==> config.mk <==
export PLATFORM = sky130hd
export DESIGN_NAME = lsu_sram
export DESIGN_NICKNAME = d
export VERILOG_FILES = /design/src/rtl/lsu_sram.sv
export SDC_FILE = /design/constraint.sdc
export NUM_CORES = 1
export LEC_CHECK = 0
export CAP_MARGIN = 20
export CELL_PAD_IN_SITES_DETAIL_PLACEMENT = 0
export CELL_PAD_IN_SITES_GLOBAL_PLACEMENT = 1
export CORE_ASPECT_RATIO = 0.7
export CORE_UTILIZATION = 46
export CTS_BUF_LIST = sky130_fd_sc_hd__clkbuf_16
export CTS_CLUSTER_DIAMETER = 80
export DETAILED_ROUTE_END_ITERATION = 6
export DONT_BUFFER_PORTS = 1
export PLACE_DENSITY = 0.81
export RECOVER_POWER = 25
export SETUP_SLACK_MARGIN = 0.1
export SYNTH_ARGS = -nofsm -noshare
export SYNTH_HDL_FRONTEND = slang
export SYNTH_SLANG_ARGS = --single-unit
==> constraint.sdc <==
create_clock -name clk -period 3.3 [get_ports clk]
set_input_delay 0 -clock clk [delete_from_list [all_inputs] [get_ports clk]]
set_output_delay 0 -clock clk [all_outputs]
set_load 0.005 [all_outputs]
==> src/rtl/lsu_sram.sv <==
// Memory-stage load/store unit: alignment check, SRAM-like bus handshake,
// load data alignment/extension and pipeline stall generation.
module lsu_sram #(
  parameter int unsigned ADDR_W = 32,
  parameter int unsigned DATA_W = 32
) (
  input  logic              clk,
  input  logic              rst,
  input  logic              valid_i,
  input  logic              mem_read,
  input  logic              mem_write,
  input  logic [2:0]        mem_op,
  input  logic [ADDR_W-1:0] addr_i,
  input  logic [DATA_W-1:0] wdata_i,
  input  logic              flush,
  output logic              data_req,
  output logic              data_wr,
  output logic [1:0]        data_size,
  output logic [ADDR_W-1:0] data_addr,
  output logic [DATA_W-1:0] data_wdata,
  output logic [3:0]        data_wstrb,
  input  logic              data_addr_ok,
  input  logic              data_data_ok,
  input  logic [DATA_W-1:0] data_rdata,
  output logic [DATA_W-1:0] load_result,
  output logic              load_valid,
  output logic              stall_o,
  output logic              adel,
  output logic              ades,
  output logic [ADDR_W-1:0] badvaddr
);

  typedef enum logic [2:0] {
    S_IDLE   = 3'd0,
    S_REQ    = 3'd1,
    S_WAIT   = 3'd2,
    S_DONE   = 3'd3,
    S_CANCEL = 3'd4
  } state_t;

  state_t r_state, w_next;

  logic              r_cancel, r_is_load;
  logic              r_req, r_wr, r_load_valid;
  logic [1:0]        r_size, r_a;
  logic [2:0]        r_op;
  logic [ADDR_W-1:0] r_addr;
  logic [DATA_W-1:0] r_wdata, r_load_result;
  logic [3:0]        r_wstrb;

  logic              w_access, w_misalign, w_start, w_cancel, w_capture;
  logic [1:0]        w_size;
  logic [DATA_W-1:0] w_wdata, w_ext;
  logic [3:0]        w_wstrb;
  logic [7:0]        w_byte;
  logic [15:0]       w_half;

  // Access qualification and alignment
  assign w_access   = valid_i & (mem_read | mem_write) & ~flush;
  assign w_misalign = (mem_op[1:0] == 2'b01) ? addr_i[0] :
                      (mem_op[1:0] == 2'b00) ? 1'b0 : (addr_i[1:0] != 2'b00);
  assign adel       = w_access & mem_read  & w_misalign;
  assign ades       = w_access & mem_write & w_misalign;
  assign badvaddr   = addr_i;
  assign w_start    = (r_state == S_IDLE) & w_access & ~w_misalign;
  assign w_size     = (mem_op[1:0] == 2'b11) ? 2'd2 : mem_op[1:0];

  // Store lane replication and byte enables
  always_comb begin
    w_wdata = wdata_i;
    w_wstrb = 4'b1111;
    case (w_size)
      2'd0: begin
        w_wdata = {4{wdata_i[7:0]}};
        w_wstrb = 4'b0001 << addr_i[1:0];
      end
      2'd1: begin
        w_wdata = {2{wdata_i[15:0]}};
        w_wstrb = 4'b0011 << addr_i[1:0];
      end
      default: ;
    endcase
    if (!mem_write) w_wstrb = 4'b0000;
  end

  // Load extraction from the latched low address bits and op
  assign w_byte = data_rdata[{r_a, 3'b000} +: 8];
  assign w_half = data_rdata[{r_a[1], 4'b0000} +: 16];
  always_comb begin
    w_ext = data_rdata;
    case (r_op[1:0])
      2'b00: w_ext = r_op[2] ? {24'b0, w_byte} : {{24{w_byte[7]}}, w_byte};
      2'b01: w_ext = r_op[2] ? {16'b0, w_half} : {{16{w_half[15]}}, w_half};
      default: ;
    endcase
  end

  // A flush seen in REQ/WAIT applies in the same cycle it arrives
  assign w_cancel  = r_cancel | flush;
  assign w_capture = data_data_ok & ~w_cancel & r_is_load &
                     (((r_state == S_REQ) & data_addr_ok) | (r_state == S_WAIT));

  always_ff @(posedge clk or negedge rst) begin
    if (!rst) r_state <= S_IDLE;
    else      r_state <= w_next;
  end

  always_comb begin
    w_next = r_state;
    case (r_state)
      S_IDLE:   if (w_start) w_next = S_REQ;
      S_REQ: begin
        if (data_addr_ok) begin
          if (data_data_ok) w_next = w_cancel ? S_IDLE : S_DONE;
          else              w_next = w_cancel ? S_CANCEL : S_WAIT;
        end
      end
      S_WAIT: begin
        if (data_data_ok) w_next = w_cancel ? S_IDLE : S_DONE;
        else if (flush)   w_next = S_CANCEL;
      end
      S_DONE:   w_next = S_IDLE;
      S_CANCEL: if (data_data_ok) w_next = S_IDLE;
      default:  w_next = S_IDLE;
    endcase
  end

  // Bus fields latched at issue and held for the whole transaction
  always_ff @(posedge clk or negedge rst) begin
    if (!rst) begin
      r_req         <= 1'b0;
      r_wr          <= 1'b0;
      r_size        <= 2'd0;
      r_addr        <= '0;
      r_wdata       <= '0;
      r_wstrb       <= 4'b0000;
      r_a           <= 2'd0;
      r_op          <= 3'd0;
      r_is_load     <= 1'b0;
      r_cancel      <= 1'b0;
      r_load_result <= '0;
      r_load_valid  <= 1'b0;
    end else begin
      r_req        <= (w_next == S_REQ);
      r_load_valid <= (w_next == S_DONE) & r_is_load;
      if (w_start) begin
        r_wr      <= mem_write;
        r_size    <= w_size;
        r_addr    <= addr_i;
        r_wdata   <= w_wdata;
        r_wstrb   <= w_wstrb;
        r_a       <= addr_i[1:0];
        r_op      <= mem_op;
        r_is_load <= mem_read;
      end
      if (w_next == S_IDLE)
        r_cancel <= 1'b0;
      else if (((r_state == S_REQ) | (r_state == S_WAIT)) & flush)
        r_cancel <= 1'b1;
      if (w_capture) r_load_result <= w_ext;
    end
  end

  assign data_req    = r_req;
  assign data_wr     = r_wr;
  assign data_size   = r_size;
  assign data_addr   = r_addr;
  assign data_wdata  = r_wdata;
  assign data_wstrb  = r_wstrb;
  assign load_result = r_load_result;
  assign load_valid  = r_load_valid;
  assign stall_o     = w_start | (r_state == S_REQ) | (r_state == S_WAIT) |
                       ((r_state == S_CANCEL) & valid_i);

endmodule

Yosys cells after proc, flatten, opt, wreduce, memory -nomap -nowiden

Cells that the tools add are included.

Eq/ne operators: 9
Shift-type cells: 4
Multiplexer cells: 20
Bitwise logic cells: 25
Reductions and logical operators: 7

Operators with widths:

| kind                | number |
|---|---|
| $pmux 32 s2         | 2 |
| $mux 32             | 2 |
| $shiftx 32x6->16    | 1 |
| $shiftx 32x6->8     | 1 |
| $mux 3              | 7 |
| $and 1x1->1         | 15 |
| $pmux 3 s4          | 1 |
| $pmux 4 s2          | 1 |
| $or 1x1->1          | 7 |
| $eq 2x1->1 const B  | 3 |
| $eq 3x1->1 const B  | 2 |
| $eq 3x2->1 const B  | 2 |
| $logic_not 2->1     | 3 |
| $logic_not 3->1     | 2 |
| $mux 1              | 4 |
| $mux 2              | 2 |
| $mux 4              | 1 |
| $reduce_bool 2->1   | 2 |
| $shl 1x2->4 const A | 1 |
| $shl 2x2->4 const A | 1 |
| $eq 3x3->1 const B  | 1 |
| $not 1->1           | 3 |
| $eq 2x2->1 const B  | 1 |

Bits in registers: 115
Bits of input ports: 107
Logic and storage cells: 78

Logic depth before layout (Yosys ltp)

Word-level depth: 9
Gate-level depth with buffers: 9

Least setup slack after synthesis

OpenSTA, ideal clock, no wires.

Path kind: register -> register
Start point: register r_state[0]
End point: register r_load_result[29] (netlist: load_result[29])
Arrival time: 2231 ps
Data required time: 3172 ps
Slack: 941 ps
Stages on the path, launching flop included: 8
Cells stage by stage: dfrtp_1 -> inv_2 -> nand2_1 -> or4_1 -> buf_4 -> a2111oi_4 -> buf_6 -> mux2_1

Longest elaborated chain between the ends: 4
Elaborated cells between the ends (all ways): 5
Classes of those cells: 2 x eq/ne; 3 x bitwise

Ends and longest elaborated chain:

| element                | RTL line | RTL |
|---|---|---|
| from (decl)            | 41       | `state_t r_state, w_next;` |
| from (signal assigned) | 105      | `else r_state <= w_next;` |
| $eq 3x1->1             | 101      | `(((r_state == S_REQ) & data_addr_ok) \| (r_state == S_WAIT));` |
| $and 1x1->1            | 101      |  |
| $or 1x1->1 (*)         | 101      |  |
| $and 1x1->1 (*)        | 100      | `assign w_capture = data_data_ok & ~w_cancel & r_is_load &` |
| to (signal assigned)   | 160      | `if (w_capture) r_load_result <= w_ext;` |
| to (decl)              | 48       | `logic [DATA_W-1:0] r_wdata, r_load_result;` |

Every way passes the cells marked *; elsewhere a longest branch is shown, timed or not.
A chain may end at the register's enable or synchronous reset.

==> results_dict.tcl <==
set metrics [dict create \
    status "finished with violations" \
    violations "max-capacitance violations, max-slew violations" \
    wl_um 15910 \
    period_needed_ns 2.711 \
    required_ns 3.59 \
    worstSetupEndpointType "flip-flop" \
    total_power_mw 5.728 \
    crit_arrival_ns 3.00 \
    slew_headroom_pct -68.10 \
    grt_pass1_vias 4498 \
    cts_made_buffers 17 \
    cts_sinks 113 \
    cp-start-kind "flip-flop" \
    cts_tree "yes" \
    async_flop_share_pct 100.0 \
    critPathSlowestCell "dlygate4sd3_1" \
    die_x_um 134.6 \
    dp.final_hpwl_um 9791 \
    tightest_slew_ns 2.522 \
    synth.area.top_cells "dfrtp_1 50%, nand2_1 12%, mux2i_1 7.1%" \
    max-vdd-ir-drop_mv 0.4010 \
    drc_errors 0 \
    ys_types 42 \
    place_congestion 0.8171 \
    diodes 0 \
    final-setup-viol-count 0 \
    route.vias.total 4590 \
    crit_type "reg2reg" \
    dpl_worst_slack_ns 0.7390 \
    hp-class "in2out" \
    synth_seq_cells 113 \
    setup_slack_ns 0.5886 \
    cts_max_level 4 \
    hold_viol_final 0 \
    area_growth_pct 26.94 \
    synth_xor_xnor_area_share_pct 0.1546 \
    fillers 954 \
    grt_pass1_wl_um 24470 \
    cts.repair.resized 0 \
    synth_mux_area_share_pct 13.76 \
    synth_area_per_cell_um2 9.554 \
    drive_above_1_share_pct 9.941 \
    yosys-top-cells-count "176 x nand2_1, 113 x dfrtp_1, 44 x o21ai_0" \
    dpl_cell_area_um2 5515 \
    leakage_nw 3.490 \
    crit_buf_inv 2 \
    period_share_pct 82.16 \
    die_height_um 94.85 \
    yosysTopAreaCell "dfrtp_1" \
    cts_root_buf "clkbuf_16" \
    synth_top_family_by_area "simple AND/OR/NAND/NOR gates" \
    wire_per_inst_um 19.14 \
    powerDensity_nw_per_um2 796.4 \
    timing.setup.tns_ns 0 \
    first_pass_iters 5 \
    ios 247 \
    fin_nets 769 \
    grt_max_degree 114 \
    drt-initial-drc-count 322 \
    mappedNetlistNets 700 \
    dieArea_um2 12770 \
    antenna_found_initial 0 \
    cap_violations 1 \
    clk_latency_ns 0.40 \
    rsz0062_at_grt "no" \
    synthCells 593 \
    grt_overflow 0 \
    io_buffer_count 0 \
    fin_area_um2 7192 \
    core_area_um2 11850 \
    fin_worst_skew_ns 0.01357 \
    cp_top_family "multiplexers" \
    ys_seq_area_share_pct 49.91 \
    fp-row-count 33 \
    finalMaxSlewViolations 114 \
    initial_core_util_pct 47.81 \
    fin_hold_ws_ns 0.000002685 \
    clock_path_buffers 2 \
    crit_chain "mux4_2 -> nor4b_1 -> buf_2 -> a221o_1 -> dlygate4sd3_1 -> mux2_4" \
    synthAdderAreaFrac_pct 0 \
    synth_compound_area_share_pct 11.44 \
    yosys_warnings 0 \
    synth_top_area_share_pct 49.91 \
    grt_use_total_pct 25.23 \
    drtAntennaViolNets 0 \
    synth_edf_count 0 \
    worstPathMaxFanout 9 \
    slowest_delay_ns 0.57 \
    path_clk_slew_ns 0.06 \
    synthesis.area_um2 5665 \
    synthFlopType "dfrtp_1" \
    yosys.area_share.simple_pct 16.08 \
    yosysMostFrequentCell "nand2_1" \
    viasPerCell 5.523 \
    max_freq_mhz 368.8 \
]
[worst paths after layout]
| check | from | endpoint | slack (ns) | cells past startpoint |
|---|---|---|---|---|
| max | data_addr[1] | load_result[9] | 0.59 | 6 |
| min reg2reg | data_addr[6] | data_addr[6] | 0.50 | 2 |
| max reg2reg | data_addr[1] | load_result[9] | 0.59 | 6 |
| min in group asynchronous | rst | data_wdata[27] | 0.93 | 2 |
| max in group asynchronous | rst | r_op[1] | 0.84 | 2 |
| min | addr_i[10] | badvaddr[10] | 0.000003 | 0 |
[layout by cell type, fill, tap and decap left out, types with 6 or more instances in the layout]
cell and n:
a21o_1 9, a21oi_1 19, a221o_1 14, buf_4 6
clkbuf_16 17, dfrtp_1 113, dlygate4sd3_1 109, inv_1 23
mux2_4 20, mux2i_1 40, nand2_1 176, nor2_1 27
o21ai_0 44
[what timing repair did]
action | in CTS | in global routing
endpoints found under the hold margin | 224 | 0
setup buffers | 0 | 0
hold buffers | 110 | 0
[layer usage]
metal  GRT usage, %  part of all wire [%]  vias up
li1               -                     -     2095
met1          32.38                    41     2187
met2          40.21                    48      273
met3          6.441                   8.2       35
met4          11.70                   2.2        0
met5              0                     0        -
[report_power, final]
group | switching, mW | internal, mW | total [mW]
combinational | 0.722 | 0.725 | 1.45
clock | 0.641 | 1.09 | 1.73
sequential | 0.590 | 1.96 | 2.55
[layout make-up]
class / instances / area, µm² / share of cell area, %
clock buffers: 17 / 425.4 / 5.915
repair buffers: 118 / 1174 / 16.32
well taps: 157 / 196.4 / 2.731
clock inverters: 14 / 127.6 / 1.775
inverters: 21 / 78.83 / 1.096
flip-flops and latches: 113 / 2828 / 39.32
multi-input cells: 391 / 2362 / 32.85
[stage by stage]
stage                     util [%]  cells
after global routing         60.69    831
after global placement       46.50    688
final                        60.69    831
after detailed placement     46.54    689
after CTS                    60.65    830
after floorplan                  -    593
[cells by family (layout without fill, tap and decap cells)]
family          Yosys count  in the layout
mux                      66             66
compound gates          100            100
xor+xnor                  1              1
buf+inv                  89            170
simple gates            224            224
flops                   113            113
[sequential cells by signal, summed over array words and instances (netlist names)]
register / count
r_cancel: 1
data_req: 1
r_is_load: 1
load_result: 32
r_a: 1
data_addr: 31
data_wstrb: 4
r_op: 3
load_valid: 1
r_state: 3
data_wr: 1
data_size: 2
data_wdata: 32
Power figures use the tool's default switching activity.
